### src/rtl/rom_port_arbiter.sv
// Round-robin arbiter sharing one asynchronous ROM read port between instruction
// fetch (req 0) and data load (req 1), with address checking and per-requester response buffers.
module rom_port_arbiter #(
    parameter int unsigned ADDR_WIDTH = 8,
    parameter logic [31:0] BASE_ADDR  = 32'h0000_0000
) (
    input  logic                        clk,
    input  logic                        rst,
    input  logic [1:0]                  req_valid,
    input  logic [1:0][31:0]            req_addr,
    output logic [1:0]                  req_ready,
    output logic [1:0]                  resp_valid,
    output logic [1:0][31:0]            resp_data,
    output logic [1:0]                  resp_err,
    input  logic [1:0]                  resp_ready,
    output logic                        rom_rd_en,
    output logic [ADDR_WIDTH-1:0]       rom_addr,
    input  logic [31:0]                 rom_rd_data
);

    // Bits above the ROM window must match the base; masking avoids an empty slice
    // when the window reaches the top of the address space.
    localparam logic [31:0] HI_MASK = ~((32'd1 << (ADDR_WIDTH + 2)) - 32'd1);

    logic [1:0]  elig;
    logic [1:0]  grant;
    logic        gnt_any;
    logic        gnt_idx;
    logic        last_grant;
    logic [31:0] sel_addr;
    logic        addr_ok;

    always_comb begin
        elig    = req_valid & (~resp_valid | resp_ready);
        grant   = '0;
        gnt_idx = 1'b0;
        unique case (elig)
            2'b01: begin
                grant   = 2'b01;
                gnt_idx = 1'b0;
            end
            2'b10: begin
                grant   = 2'b10;
                gnt_idx = 1'b1;
            end
            2'b11: begin
                gnt_idx = ~last_grant;
                grant   = gnt_idx ? 2'b10 : 2'b01;
            end
            default: begin
                grant   = '0;
                gnt_idx = 1'b0;
            end
        endcase

        gnt_any   = |grant;
        sel_addr  = req_addr[gnt_idx];
        addr_ok   = (sel_addr[1:0] == 2'b00) && ((sel_addr & HI_MASK) == (BASE_ADDR & HI_MASK));
        rom_rd_en = gnt_any && addr_ok;
        rom_addr  = gnt_any ? sel_addr[ADDR_WIDTH+1:2] : '0;
    end

    assign req_ready = grant;

    always_ff @(posedge clk) begin
        if (rst) begin
            resp_valid <= '0;
            resp_data  <= '0;
            resp_err   <= '0;
            last_grant <= 1'b1;
        end else begin
            if (gnt_any) begin
                last_grant <= gnt_idx;
            end
            for (int unsigned i = 0; i < 2; i++) begin
                if (grant[i]) begin
                    resp_valid[i] <= 1'b1;
                    resp_data[i]  <= addr_ok ? rom_rd_data : '0;
                    resp_err[i]   <= ~addr_ok;
                end else if (resp_valid[i] && resp_ready[i]) begin
                    resp_valid[i] <= 1'b0;
                end
            end
        end
    end

endmodule

### config.mk
export PLATFORM = sky130hd
export DESIGN_NAME = rom_port_arbiter
export DESIGN_NICKNAME = d
export VERILOG_FILES = /design/src/rtl/rom_port_arbiter.sv
export SDC_FILE = /design/constraint.sdc
export NUM_CORES = 1
export LEC_CHECK = 0
export ABC_CLOCK_PERIOD_IN_PS = 2850
export CAP_MARGIN = 20
export CORE_MARGIN = 2
export CORE_UTILIZATION = 37
export DETAILED_ROUTE_END_ITERATION = 6
export GPL_ROUTABILITY_DRIVEN = 0
export HOLD_SLACK_MARGIN = 0.12
export PLACE_DENSITY_LB_ADDON = 0.05
export REMOVE_ABC_BUFFERS = 1
export SKIP_LAST_GASP = 1
export SYNTH_ARGS = -nofsm -noshare
export SYNTH_HDL_FRONTEND = slang
export SYNTH_SLANG_ARGS = --single-unit
### constraint.sdc
create_clock -name clk -period 2.85 [get_ports clk]
set_input_delay 0.57 -clock clk [delete_from_list [all_inputs] [get_ports clk]]
set_output_delay 0.57 -clock clk [all_outputs]
set_load 0.02 [all_outputs]
After elaboration in Yosys (flattened, before gate mapping). Cells that the tools add are included.

Register bits: 69. Bits of input ports: 102. Output and inout port bits: 79.

Magnitude comparators: 1. Equal/unequal tests: 3. Multiplexer cells: 11. Bitwise logic cells: 5. Reductions and logical operators: 9.

Operators with widths (count): two-way mux 32 bit (3); zero test 32 bit (1); two-way mux 8 bit (1); one-hot mux 2 bit (3 select lines) (1); == test 2 bit (second input constant) (2); logical AND 1 bit (4); two-way mux 1 bit (4); nonzero test 2 bit (2); bitwise AND 2 bit (1); == test 2 x 1 -> 1 bit (second input constant) (1); zero test 2 bit (1); less-than comparator 1 x 2 -> 1 bit (second input constant) (1); two-way mux 2 bit (1); NOT 1 bit (2); NOT 2 bit (1); bitwise OR 2 bit (1); one-hot mux 1 bit (2 select lines) (1); OR reduction 2 bit (1).

Longest topological paths before layout.
Depth in word-level cells: 10. Depth in mapped cells: 6.

Worst setup path after synthesis. Ideal clock, no wire load.

Kind: input-to-output. Start: input resp_ready[1]. End: output rom_addr[0]. Arrival time: 1.903 ns. Required time: 2.280 ns. Path slack: 0.377 ns. Cell stages on the path: 4. Path buffers: 1. Cells stage by stage: nand2b_4 > a311oi_1 > clkbuf_1 > a22o_1.

RTL lines: start: declaration (line 15) `input logic [1:0] resp_ready,`; bitwise OR 2 bit * (line 34) `elig = req_valid & (~resp_valid | resp_ready);`; bitwise AND 2 bit * (line 34); == test 2 bit / == test 2 x 1 -> 1 bit (equally long branches) (line 37) `unique case (elig)`; one-hot mux 2 bit (3 select lines) * (line 37); via req_ready[0] (line 11) `output logic [1:0] req_ready,`; OR reduction 2 bit * (line 56) `gnt_any = |grant;`; two-way mux 8 bit * (line 60) `rom_addr = gnt_any ? sel_addr[ADDR_WIDTH+1:2] : '0;`; end: declaration (line 17) `output logic [ADDR_WIDTH-1:0] rom_addr,`.

Mark *: on every way through the listed nets, which the timed path passes. The rest lies on a longest branch. The select of a mux whose other input is x is not followed.

Final worst setup path.
Start: input resp_ready[0]. End: output rom_rd_en.

Word-level cells in the longest chain between the ends: 9.

Ends and longest elaborated chain: bitwise OR 2 bit * (line 34); bitwise AND 2 bit * (line 34); == test 2 bit (line 37); one-hot mux 1 bit (2 select lines) (line 37); two-way mux 32 bit (not written as such) (2 in a row) (line 57) `sel_addr = req_addr[gnt_idx];`; zero test 32 bit / zero test 2 bit (equally long branches) (line 58) `addr_ok = (sel_addr[1:0] == 2'b00) && ((sel_addr & HI_MASK) == (BASE_ADDR & HI_MASK));`; logical AND 1 bit (line 58); logical AND 1 bit * (line 59) `rom_rd_en = gnt_any && addr_ok;`; end: declaration (line 16) `output logic rom_rd_en,`.

Mark *: on every way between the ends. The rest lies on a longest branch, timed or not. The select of a mux whose other input is x is not followed.

==> run metrics <==
outcome completed; Synth top area share between 50 and 60%; Num CTS Buffers 9; CP Capture Type primary output; CTS tree built; Peak VDD IR 0.000263 V; Buffers on Ports 180; core box area 0.00676 sq mm; clock root buffer clkbuf_8; worst-path fanout max 3; Die Ht a little under 90 um; via density per instance about 5.2; Yosys reg bits slightly below 70; clk buf depth 2; Final ANT Viol Nets 0; Setup CP Type in -> out; DPL Wire Length between 6000 and 7000 um; # rows 30; Power Total 2.17 mW; # nets final approximately 560; library cells used by synthesis 27; worst skew pair latency about 330 ps; Antenna Cells 0; Yosys Warn Count 0; Post-route DRC 0; top cells by area, synth dfxtp_1 54%, a22o_1 14%, a21oi_1 6.6%; Post-Layout Cell Count around 550; Seq/Total Area, Yosys a little over half; setup slack, reg-to-reg between 800 and 900 ps; initial core utilization a little under two fifths; Area Overhead vs Synth 86.1%; Pre-antenna DRT Iters 4; Clock transition at path regs roughly 70 ps; layout cells sized above 1 between 10 and 15%; CP Buf/Inv Count 3; placed insts 530; hold buffer count at CTS 0; first-pass GRT wire length between 10000 and 15000 um; total power divided by cell area 454 mW/mm^2; Synth area leader dfxtp_1; Seq. cell area ~0.0014 sq mm; routed len/inst ~16 um; DRT iter0 DRCs 115; Synth Area per Inst ~9.6 sq um; max_cap viols 0; final hold viol count 0; Startpoint Class input port; fin. max-slew vios 0; initial antenna violation count 0; worst path required time 2280 ps; fin crit share 98.3%; io pins 181; Vias approximately 2800; largest net degree at the start of global routing 34; Final min period 2800 ps; Mapped Cells 268; measured slew at the worst slew-check pin between 400 and 500 ps; crit-path cells clkdlybuf4s50_1, nor2b_2, o311ai_4, buf_4, or3_4, a22oi_1, buf_2; Max Clk Rate 0.357 GHz; synthesized area ~0.0026 sq mm; Static Leak between 1.5 and 2 nW; Crit path largest cell delay between 400 and 500 ps; area of the multi-input gates 0.00108 sq mm; clk sinks a little under 70; CP Data Arrival Time 2230 ps; CP delay by family, top buffers and inverters; grt total ovfl 0; endpoints failing setup 0; fillers 553; WL final between 8000 and 9000 um; Die X-Extent 87.4 um; relative slew slack between 70% and 80%; vias in the first global route between 2000 and 3000; die area 0.00763 sq mm; Layout Skew approximately 9.5 ps; RSZ-0062 raised after global routing yes; CP max-delay cell clkdlybuf4s50_1; worst hold path class reg -> reg; # H-tree levels 3; total track usage 23.1%
-- worst register-to-register path: stages, from the launching register on --
cell and delay, ps:
dfxtp_1 360, nor2b_2 220, buf_4 140, a311oi_2 40, buf_4 170, buf_4 130, nor2_2 340, buf_4 370
a22o_1 200
-- power breakdown --
group          switching (mW)  internal (mW)
clock network           0.378          0.497
logic                   0.137          0.187
registers             0.00464          0.969
total                   0.520           1.65
-- routing by layer --
metal | global-route usage [%] | wire length (um) | vias up | share of wire [%]
met5 | 0 | 0 | - | 0
met4 | 6.57 | 63 | 0 | 0.71
met3 | 9.29 | 750 | 4 | 8.5
met2 | 42.4 | 4810 | 116 | 54
met1 | 24.2 | 3200 | 1346 | 36
li1 | - | - | 1376 | -
-- flip-flops by register name (all words and copies together) (netlist names) --
register and flops:
resp_data 64, resp_err 2, resp_valid 2, last_grant 1
-- placed cells by master (no fill, tap or decap), types with 2 or more instances in the layout --
cell,instances
nand2_1,35
clkdlybuf4s15_1,3
nor2_1,2
nand3_1,32
inv_1,2
clkbuf_8,9
dfxtp_1,69
inv_2,2
bufinv_16,2
buf_12,2
nand2b_1,3
a21oi_1,34
dlygate4sd2_1,5
a22o_1,40
clkdlybuf4s50_1,169
buf_4,22
nor2_2,2
clkinv_4,2
nor4_1,12
clkbuf_2,2
-- cell type report --
cell class,instances,share of cell area [%]
clock buffers,9,2.59
clock inverters,7,2.07
inverters,4,0.314
multi-input cells,174,22.6
flip-flops and latches,69,28.9
well taps,80,2.09
repair buffers,204,41.5
-- worst paths after layout --
check | from | endpoint | cells past startpoint
worst max-delay path | resp_ready[0] | rom_rd_en | 7
worst min-delay path | resp_data[36] | resp_data[36] | 2
worst max register to register | resp_valid[0] | resp_data[2] | 8
worst min register to register | resp_data[36] | resp_data[36] | 2
-- through the flow --
stage | hold slack, ps | setup TNS (ps) | area, sq um | setup slack [ps] | util, %
2_1_floorplan | 481 | -14010 | 2470 | -405 | -
3_3_place_gp | 438 | -2350 | 4580 | -302 | 67.7
3_5_place_dp | 443 | -2630 | 4580 | -322 | 67.7
4_1_cts | 453 | -116 | 4790 | -116 | 70.9
5_1_grt | 471 | -12.2 | 4790 | -12.2 | 70.8
6_report | 454 | 0 | 4790 | 48.0 | 70.8
-- cells in the mapped netlist --
library cell / number
a211o_1: 1
a211oi_1: 1
a21oi_1: 34
a21oi_4: 1
a22o_1: 40
a22oi_1: 1
a311oi_1: 1
and4_1: 1
buf_2: 3
buf_6: 3
clkbuf_1: 15
dfxtp_1: 69
inv_1: 2
inv_2: 2
nand2_1: 35
nand2b_1: 3
nand2b_4: 1
nand3_1: 32
nand3b_1: 1
nand4_1: 1
nand4_2: 1
nor2_1: 4
nor2b_2: 1
nor4_1: 12
o21ai_0: 1
o311ai_4: 1
or3_4: 1
-- what timing repair did --
| action | CTS | global route |
|---|---|---|
| endpoints found under the setup margin | 11 | 6 |
| resized for setup | 11 | 10 |
| pin swaps | 1 | 0 |
| buffers inserted | 1 | 0 |
-- kinds of logic after synthesis --
| group | synth area share (%) |
|---|---|
| AO/OA/AOI/OAI | 23.4 |
| buffers and inverters | 4.67 |
| flip-flops | 53.7 |
| AND/OR/NAND/NOR | 18.2 |
No activity file was read; power rests on OpenSTA's default activity.
==> variant (same flow settings) <==
Put one more register stage on the output `resp_err`, without a reset. The value now appears one clock later. The other outputs are not delayed to match.
--- a/src/rtl/rom_port_arbiter.sv
+++ b/src/rtl/rom_port_arbiter.sv
@@ -21,6 +21,8 @@
     // Bits above the ROM window must match the base; masking avoids an empty slice
     // when the window reaches the top of the address space.
     localparam logic [31:0] HI_MASK = ~((32'd1 << (ADDR_WIDTH + 2)) - 32'd1);
+
+    logic [1:0] resp_err_s0;
 
     logic [1:0]  elig;
     logic [1:0]  grant;
@@ -66,7 +68,7 @@
         if (rst) begin
             resp_valid <= '0;
             resp_data  <= '0;
-            resp_err   <= '0;
+            resp_err_s0 <= '0;
             last_grant <= 1'b1;
         end else begin
             if (gnt_any) begin
@@ -76,7 +78,7 @@
                 if (grant[i]) begin
                     resp_valid[i] <= 1'b1;
                     resp_data[i]  <= addr_ok ? rom_rd_data : '0;
-                    resp_err[i]   <= ~addr_ok;
+                    resp_err_s0[i]   <= ~addr_ok;
                 end else if (resp_valid[i] && resp_ready[i]) begin
                     resp_valid[i] <= 1'b0;
                 end
@@ -84,5 +86,9 @@
         end
     end
 
+    always_ff @(posedge clk) begin
+        resp_err <= resp_err_s0;
+    end
+
 endmodule
 
Check against the original RTL: not equivalent (Yosys sat finds a counterexample within 4 cycles, from zero or initial values and one cycle with rst high).
==> variant against the original RTL <==
  * Final area down 0.55%
  * Wire length decreased by 1.2%
  * Non-clock buffer count shrank 7
  * Synthesized area rose by 1.6%
  * Via count down 2.1%
  * Sequential power increased by 4%
  * Sequential cell count rose by 2
  * Setup slack better by 0.036 ns
  * Total power shrank 2.8%
  * Combinational power fell by 3%
==> variant: results (changes against the original RTL) <==
- The fraction of final layout cells with drive strength greater than 1 came to 0.106 (-0.00934).
- The total length of routed met3 wires is 854 µm (+14%).
- The share of final layout cell area taken by clock buffers and inverters came to 0.0413 (-0.00526).
- The worst reg2reg path startpoint is resp_valid[0].
- The clock latency on the worst-skew pair is 0.34 ns.
- The length of the first detailed-routing pass in iterations is 4 (unchanged).
- The first-pass GRT wire length came to 13300 µm (-1.6%).
- The met1 track demand over resource is 0.236 (-0.00542).
- The synthesized flop and latch total came to 71 (+2.9%).
- The relative contribution of the clock network to total power is 0.374 (-0.029).
- The run finished with clean final reports.
- The net count reported at finish came to 559 (-0.89%).
- The sequential fraction of the synthesis area was 0.544 (+0.00710).
- The relative slew slack is 0.398 (-0.311).
- The area of all sequential standard cells is 0.00142 mm² (+2.9%).
- The number of antenna violations at the first check in global routing came to 0 (unchanged).
- The highest net fanout along the worst path came to 9 (+6).
- The count of plain and timing-repair buffers came to 197 (-3.4%).
- The data arrival time at the worst-slack endpoint is 2.20 ns (-0.03 ns).
- The number of multi-input combinational cells in the layout was 174 (unchanged).
- The switching share of total power was 0.241 (+0.00172).
- The critical path's largest stage delay was 0.47 ns (+0.03 ns).
- The cell internal power dissipation was 1.60 mW (-3.1%).
- In this run the most critical hold path is launched from resp_err_s0[0].
- The area of the multi-input gates came to 0.00109 mm² (+1.2%).
- The count of inserted antenna diode cells is 0 (unchanged).
- The wire length on met1 is 3390 µm (+5.9%).
- The number of flip-flops under the largest register name is 64 (unchanged).
- The highest metal layer used by the detailed router is met4.
- The total via count after detailed routing is 2783 (-2.1%).
- The largest net degree at the start of global routing was 38 (+12%).
- The path category of the worst min-delay check is flop to flop.
- The setup clock skew after layout was 0.00736 ns (-0.00210 ns).
- The static leakage is 1.72 nW (-2.3%).
- Ranked by total cell area, the synthesized netlist is headed by sky130_fd_sc_hd__dfxtp_1, sky130_fd_sc_hd__a22o_1, sky130_fd_sc_hd__a21oi_1.
- The met2 wire length is 4370 µm (-9.2%).
- The number of filler instances in the final layout is 559 (+1.1%).
- Sorting the synthesized cells by how often they occur yields sky130_fd_sc_hd__dfxtp_1, sky130_fd_sc_hd__a22o_1, sky130_fd_sc_hd__nand2_1.
- The largest voltage drop on the vdd net is 239 µV (-9.0%).
- The HPWL after detailed placement is 6470 µm (-2.2%).
- The number of DRC markers after the initial detailed-route iteration was 60 (-48%).
- The buffering overhead is 0.402 (-0.0130).
- The post-detailed-routing wire length came to 8720 µm (-1.2%).
- The global-route usage over all layers is 0.221 (-0.0101).
- The post-placement setup slack came to -0.385 ns (-0.0633 ns).
- The beginning of the critical path is req_valid[0].
- The global-route met3 utilization is 0.105 (+0.0117).
- The number of global-route vias before repair came to 2854 (+1.7%).
- The fraction of met2 tracks used by global routing came to 0.390 (-0.0344).
- The layout clock buffer count came to 10 (+1).
variant: logic make-up (layout without fill, tap and decap cells):
| family | count (synthesis) | in the layout | synth area share |
|---|---|---|---|
| buffers and inverters | 25 | 216 | 0.0460 |
| flip-flops | 71 | 71 | 0.544 |
| AO/OA/AOI/OAI | 81 | 81 | 0.230 |
| AND/OR/NAND/NOR | 93 | 93 | 0.180 |
variant: through the flow:
stage	area (µm²)	std cells	hold WS, ns
after detailed placement	4550	541	0.339
after floorplan	2510	249	0.331
final	4760	557	0.355
after global placement	4550	541	0.337
after CTS	4740	556	0.354
after global routing	4760	557	0.368
variant: path summary, 6_finish.rpt:
path,end,depth (start not counted),slack (ns)
worst max-delay path,req_ready[1],7,0.08
worst min-delay path,resp_err[0],0,0.35
worst max register to register,resp_data[12],6,0.83
worst min register to register,resp_err[0],0,0.35
variant: what timing repair did:
item                       4_1_cts  5_1_grt
gates cloned                     0        0
resized for setup               11       19
setup buffers                    0        1
pin swaps                        0        2
setup endpoints to repair       11        9
